===== src/rtl/mips_cpu_definitions.sv =====
// Shared definitions for the MIPS CPU bus fabric: arbiter states, requester
// indices and the width of the transfer timeout counter.
package mips_cpu_definitions;

  typedef enum logic [1:0] {
    IDLE    = 2'd0,
    GRANT_I = 2'd1,
    GRANT_D = 2'd2
  } arb_state_t;

  // Requester indices, also the bit positions inside the grant vector.
  localparam logic [0:0] REQ_INSTR = 1'b0;
  localparam logic [0:0] REQ_DATA  = 1'b1;

  localparam int unsigned TIMEOUT_WIDTH = 16;

endpackage


===== src/rtl/mips_bus_timeout.sv =====
// Counts waitrequest cycles of the current transfer and flags when the
// tolerated number of stalled cycles has been reached.
module mips_bus_timeout
  import mips_cpu_definitions::*;
#(
  parameter int unsigned TIMEOUT_CYCLES = 255
) (
  input  logic clk,
  input  logic rst_n,
  input  logic clear_i,
  input  logic count_en_i,
  output logic expired_o
);

  localparam logic [TIMEOUT_WIDTH-1:0] LIMIT = TIMEOUT_WIDTH'(TIMEOUT_CYCLES);

  logic [TIMEOUT_WIDTH-1:0] count_q, count_d;

  assign expired_o = (count_q == LIMIT);

  always_comb begin
    count_d = count_q;
    if (clear_i) begin
      count_d = '0;
    end else if (count_en_i && !expired_o) begin
      count_d = count_q + TIMEOUT_WIDTH'(1);
    end
  end

  // NOTE: state registers use non-blocking assignments so every flop samples
  // the pre-edge value of its neighbours, matching real hardware.
  always_ff @(posedge clk or negedge rst_n) begin
    if (!rst_n) begin
      count_q <= '0;
    end else begin
      count_q <= count_d;
    end
  end

endmodule


===== src/rtl/mips_bus_arbiter.sv =====
// Two-port arbiter sharing one Avalon master between the instruction-fetch
// and data requesters, with alternating tie-break, abort and timeout handling.
module mips_bus_arbiter
  import mips_cpu_definitions::*;
#(
  parameter int unsigned TIMEOUT_CYCLES = 255
) (
  input  logic        clk,
  input  logic        reset,
  // instruction-fetch requester
  input  logic [31:0] i_address,
  input  logic        i_read,
  output logic        i_waitrequest,
  output logic [31:0] i_readdata,
  // data requester
  input  logic [31:0] d_address,
  input  logic        d_read,
  input  logic        d_write,
  input  logic [31:0] d_writedata,
  input  logic [3:0]  d_byteenable,
  output logic        d_waitrequest,
  output logic [31:0] d_readdata,
  // shared master
  output logic [31:0] address,
  output logic        read,
  output logic        write,
  output logic [31:0] writedata,
  output logic [3:0]  byteenable,
  input  logic        waitrequest,
  input  logic [31:0] readdata,
  // status
  output logic [1:0]  grant,
  output logic        busy,
  output logic [1:0]  err
);

  arb_state_t state_q, state_d;
  logic [0:0] last_grant_q, last_grant_d;
  logic [1:0] err_q, err_d;

  logic i_pend, d_pend;
  logic expired, done, forced, abort;
  logic count_en, count_clear;

  // A data request with both strobes set is malformed and never pending.
  assign i_pend = i_read;
  assign d_pend = d_read ^ d_write;

  // NOTE: every signal driven here receives a default first, so no path
  // through the case statement can leave it unassigned and infer a latch.
  always_comb begin
    state_d       = state_q;
    last_grant_d  = last_grant_q;
    address       = '0;
    read          = 1'b0;
    write         = 1'b0;
    writedata     = '0;
    byteenable    = '0;
    i_waitrequest = 1'b1;
    d_waitrequest = 1'b1;
    done          = 1'b0;
    forced        = 1'b0;
    abort         = 1'b0;

    case (state_q)
      IDLE: begin
        if (d_pend && (!i_pend || last_grant_q == REQ_INSTR)) begin
          state_d = GRANT_D;
        end else if (i_pend) begin
          state_d = GRANT_I;
        end
      end

      GRANT_I: begin
        address = i_address;
        read    = i_read;
        if (expired) begin
          read          = 1'b0;
          i_waitrequest = 1'b0;
          forced        = 1'b1;
          last_grant_d  = REQ_INSTR;
          state_d       = IDLE;
        end else if (!i_pend) begin
          abort   = 1'b1;
          state_d = IDLE;
        end else if (!waitrequest) begin
          i_waitrequest = 1'b0;
          done          = 1'b1;
          last_grant_d  = REQ_INSTR;
          state_d       = d_pend ? GRANT_D : IDLE;
        end
      end

      GRANT_D: begin
        address    = d_address;
        read       = d_read;
        write      = d_write;
        writedata  = d_writedata;
        byteenable = d_byteenable;
        if (expired) begin
          read          = 1'b0;
          write         = 1'b0;
          d_waitrequest = 1'b0;
          forced        = 1'b1;
          last_grant_d  = REQ_DATA;
          state_d       = IDLE;
        end else if (!d_pend) begin
          abort   = 1'b1;
          state_d = IDLE;
        end else if (!waitrequest) begin
          d_waitrequest = 1'b0;
          done          = 1'b1;
          last_grant_d  = REQ_DATA;
          state_d       = i_pend ? GRANT_I : IDLE;
        end
      end

      default: state_d = IDLE;
    endcase
  end

  // Every grant ends with a state change, so that edge restarts the count.
  assign count_clear = (state_d != state_q);
  assign count_en    = waitrequest &&
                       ((state_q == GRANT_I && i_pend) ||
                        (state_q == GRANT_D && d_pend));

  mips_bus_timeout #(
    .TIMEOUT_CYCLES(TIMEOUT_CYCLES)
  ) u_timeout (
    .clk       (clk),
    .rst_n     (reset),
    .clear_i   (count_clear),
    .count_en_i(count_en),
    .expired_o (expired)
  );

  assign err_d = err_q | {abort | (d_read & d_write), forced};

  always_ff @(posedge clk or negedge reset) begin
    if (!reset) begin
      state_q      <= IDLE;
      last_grant_q <= REQ_INSTR;
      err_q        <= '0;
    end else begin
      state_q      <= state_d;
      last_grant_q <= last_grant_d;
      err_q        <= err_d;
    end
  end

  // A forced completion hands back zero rather than whatever the bus shows.
  assign i_readdata = forced ? '0 : readdata;
  assign d_readdata = forced ? '0 : readdata;

  assign grant[REQ_INSTR] = (state_q == GRANT_I);
  assign grant[REQ_DATA]  = (state_q == GRANT_D);
  assign busy             = (state_q != IDLE);
  assign err              = err_q;

endmodule

===== config.mk =====
export PLATFORM = sky130hd
export DESIGN_NAME = mips_bus_arbiter
export DESIGN_NICKNAME = d
export VERILOG_FILES = /design/src/rtl/mips_cpu_definitions.sv /design/src/rtl/mips_bus_timeout.sv /design/src/rtl/mips_bus_arbiter.sv
export SDC_FILE = /design/constraint.sdc
export NUM_CORES = 1
export LEC_CHECK = 0
export ABC_AREA = 1
export BUFFER_PORTS_ARGS = -buffer_cell sky130_fd_sc_hd__buf_4
export CAP_MARGIN = 0
export CORE_AREA = 2 2 109 111
export DETAILED_ROUTE_END_ITERATION = 16
export DIE_AREA = 0 0 111 113
export GPL_TIMING_DRIVEN = 0
export PLACE_DENSITY = 0.57
export SYNTH_ARGS = -nofsm -noshare
export SYNTH_HDL_FRONTEND = slang
export SYNTH_SLANG_ARGS = --single-unit

===== constraint.sdc =====
create_clock -name clk -period 5.2 [get_ports clk]
set_input_delay 0 -clock clk [delete_from_list [all_inputs] [get_ports clk]]
set_output_delay 0 -clock clk [all_outputs]
set_load 0.02 [all_outputs]

==> flow_summary_export.csv <==
group,metric,value,unit
timing,tightest_slew,0.537,ns
finish,finalNetCount,898,
route,antenna_left,0,
placement,place_congestion,0.894,
grt,grt_first_pass_wirelength,18900,um
yosys,ys_seq_area_share,19.1,%
placement,place_area,0.00502,sq mm
floorplanning,dieArea,0.0125,sq mm
worst_setup_path,path_max_fanout,10,
grt,grt_pass1_vias,3566,
route,wl_per_cell,14.0,um
placement,dpl.hpwl,11000,um
yosys,syn-cell-area,0.00276,sq mm
yosys,synth_fp_nets,614,
route,firstDrtPassIters,4,
grt,grt_usage,18.7,%
yosys,syn_inst,470,
worst_setup_path,crit_family,"buffers and inverters",
cts,cts_root_buffer,"clkbuf_16",
worst_setup_path,critPathMaxStageDelay,0.45,ns
route,vias,3770,
worst_setup_path,cp_common_cell,"clkbuf_1",
worst_setup_path,crit_path_start_kind,"register",
timing,tns,0,ns
floorplanning,core,0.0113,sq mm
worst_setup_path,r2r_start,"state_q[0]",
placement,place.port_buffers,278,
timing,slew_viol_final,0,
floorplanning,num_rows,39,
cts,clk_pin_slew,0.06,ns
cts,htree_levels,1,
cts,ctsResizeCount,0,
worst_setup_path,crit_buf_inv,4,
worst_setup_path,startpoint,"state_q[0]",
worst_setup_path,cp-endpoint,"read",
finish,postLayoutCoreUtil,45.4,%
finish,final_cell_area,0.00512,sq mm
finish,final_common_cell,"buf_4",
grt,global_route.overflow_total,0,
finish,final_cell_mix,"buf_4 (312), nand2_1 (173), inv_1 (90), a21oi_1 (32), dfrtp_1 (21)",
route,vias_per_cell,4.20,
yosys,syn-mean-instance-area,5.87,sq um
worst_setup_path,cp_data_required_time,5.20,ns
cts,clk_path_buf_depth,2,
finish,finalNonFillerCells,898,
worst_setup_path,crit_chain,"inv_1 > ha_1 > clkbuf_1 > clkbuf_1 > nand2_1 > a211oi_1 > buf_4",
power,vdd_drop_max,0.000166,V
finish,area_growth,85.6,%
worst_setup_path,rr_endpoint,"u_timeout.count_q[5]",
floorplanning,die_h,113,um
cts,clock_sinks,21,
route,routed_wl,12600,um
floorplanning,initial_core_util,24.5,%
timing,slew_headroom,64.2,%
floorplanning,pin_count,279,
worst_setup_path,crit_path_top_delay_cell,"clkbuf_1",
power,p_per_area,316,mW/mm^2
placement,post-place-cells,891,
worst_setup_path,regToRegSetupSlack,2.92,ns
cts,cts_setup_buffers,0,
timing,rsz0062_at_grt,"false",
worst_setup_path,critPathArrivalTime,2.58,ns
timing,period_needed,2.58,ns
yosys,synth_area_leaders,"nand2_1 (24%), dfrtp_1 (19%), inv_1 (12%)",
worst_setup_path,worst-path-stages,7,
finish,layout-drive-gt1-share,46.7,%
cts,hold_buffers,1,
route,route.detailed.drc,0,
timing,setup-violations-final,0,
timing,fin_crit_sh,49.7,%
yosys,ys_types,29,
yosys,yosys_warnings,0,
power,leakage,3.10,nW
floorplanning,die-width,111,um
yosys,synth.ff_latch_count,21,
cts,clk_latency,0.25,ns
timing,clock.fmax,387,MHz
route,drtIter0Drc,234,
yosys,yosysTopAreaCellShare,23.5,%
cts,cts_buffers,3,
yosys,synth_top_cell_by_area,"nand2_1",
grt,grt_max_degree,22,
hold_path,min_path_type,"input port to register",
worst_setup_path,reg2reg_depth,13,
grt,antenna_found_initial,2,
power,p_total,0.00162,W
worst_setup_path,path_class,"register to output pin",
cts,cts_tree,"built",
timing,finalHoldViolCount,0,
status,status,"complete, no violations",
worst_setup_path,worst_setup_path_end_kind,"output pin",
job,cap_violations,0,
timing,fin_skew,0.00215,ns
## Yosys cell counts
master	instances
nand2_2	10
buf_6	4
nand2_1	173
nand4_1	5
nand2_4	1
a211oi_1	1
o21bai_1	1
clkbuf_1	14
xnor2_1	3
inv_1	90
nor2_1	20
nor3_1	2
dfrtp_1	21
buf_12	1
nand3_1	13
a21boi_4	1
o21ai_0	7
nor2_2	1
inv_2	2
clkinv_1	1
a21oi_1	32
o211ai_1	2
nor3_2	1
nand3b_1	1
ha_1	6
nand3_2	4
xor2_1	7
buf_4	34
nor2_4	12
## kinds of logic (layout without fill, tap and decap cells)
logic type,count (synthesis),after routing,share of synthesized area [%]
simple gates,243,243,40.0
other cells,0,2,0
fa+ha+maj,6,6,2.72
flops,21,21,19.1
buf+inv,146,429,26.2
compound gates,44,44,8.85
xor+xnor,10,10,3.18
## worst min-delay path by stage
stage,start,to,depth (start not counted)
after floorplan,reset,err[0],0
after global placement,reset,u_timeout.count_q[13],1
after CTS,d_write,err[1],4
after detailed placement,reset,u_timeout.count_q[13],1
final,d_write,err[1],4
after global routing,d_write,err[1],4
## sequential cells by signal, indices dropped and copies added, names as in the netlist
signal	flops
err	2
state_q	2
last_grant_q	1
u_timeout.count_q	16
## worst reg2reg max path, stage by stage, from the launching register on
cell and delay [ns]:
dfrtp_1 0.44, inv_1 0.14, ha_1 0.24, clkbuf_1 0.45, nand3_1 0.15, nand2_1 0.09, nand2_1 0.06, nand2_2 0.07
nand2_2 0.06, nand2_1 0.07, nand2_2 0.06, nand2_4 0.11, buf_12 0.19, nor2_4 0.04
## cell type report
type                            count  area (sq um)
Antenna cell                        2          5.00
Buffer                             53           373
Clock buffer                        4          78.8
Fill cell                        1206          6150
Inverter                           93           349
Multi-Input combinational cell    303          1510
Sequential cell                    21           526
Tap cell                          143           179
Timing Repair Buffer              279          2100
## power breakdown
| part | total (W) | switching (W) | internal [W] |
|---|---|---|---|
| clock network | 0.000164 | 0.0000594 | 0.000104 |
| logic | 0.00126 | 0.000790 | 0.000473 |
| registers | 0.000189 | 0.0000140 | 0.000175 |
## layer usage
metal	routed length, um	GRT usage [%]
met1	5000	22.4
met3	1310	5.46
met5	0	0
met2	6190	34.2
met4	127	2.67
## metrics by stage
step | hold slack (ns) | worst slack [ns]
final | 0.0988 | 2.62
after floorplan | -0.296 | 3.24
after global routing | 0.141 | 2.41
after detailed placement | -0.0952 | 2.87
after global placement | -0.0974 | 2.96
after CTS | 0.0969 | 2.58
(Power assumes the default switching activity.)
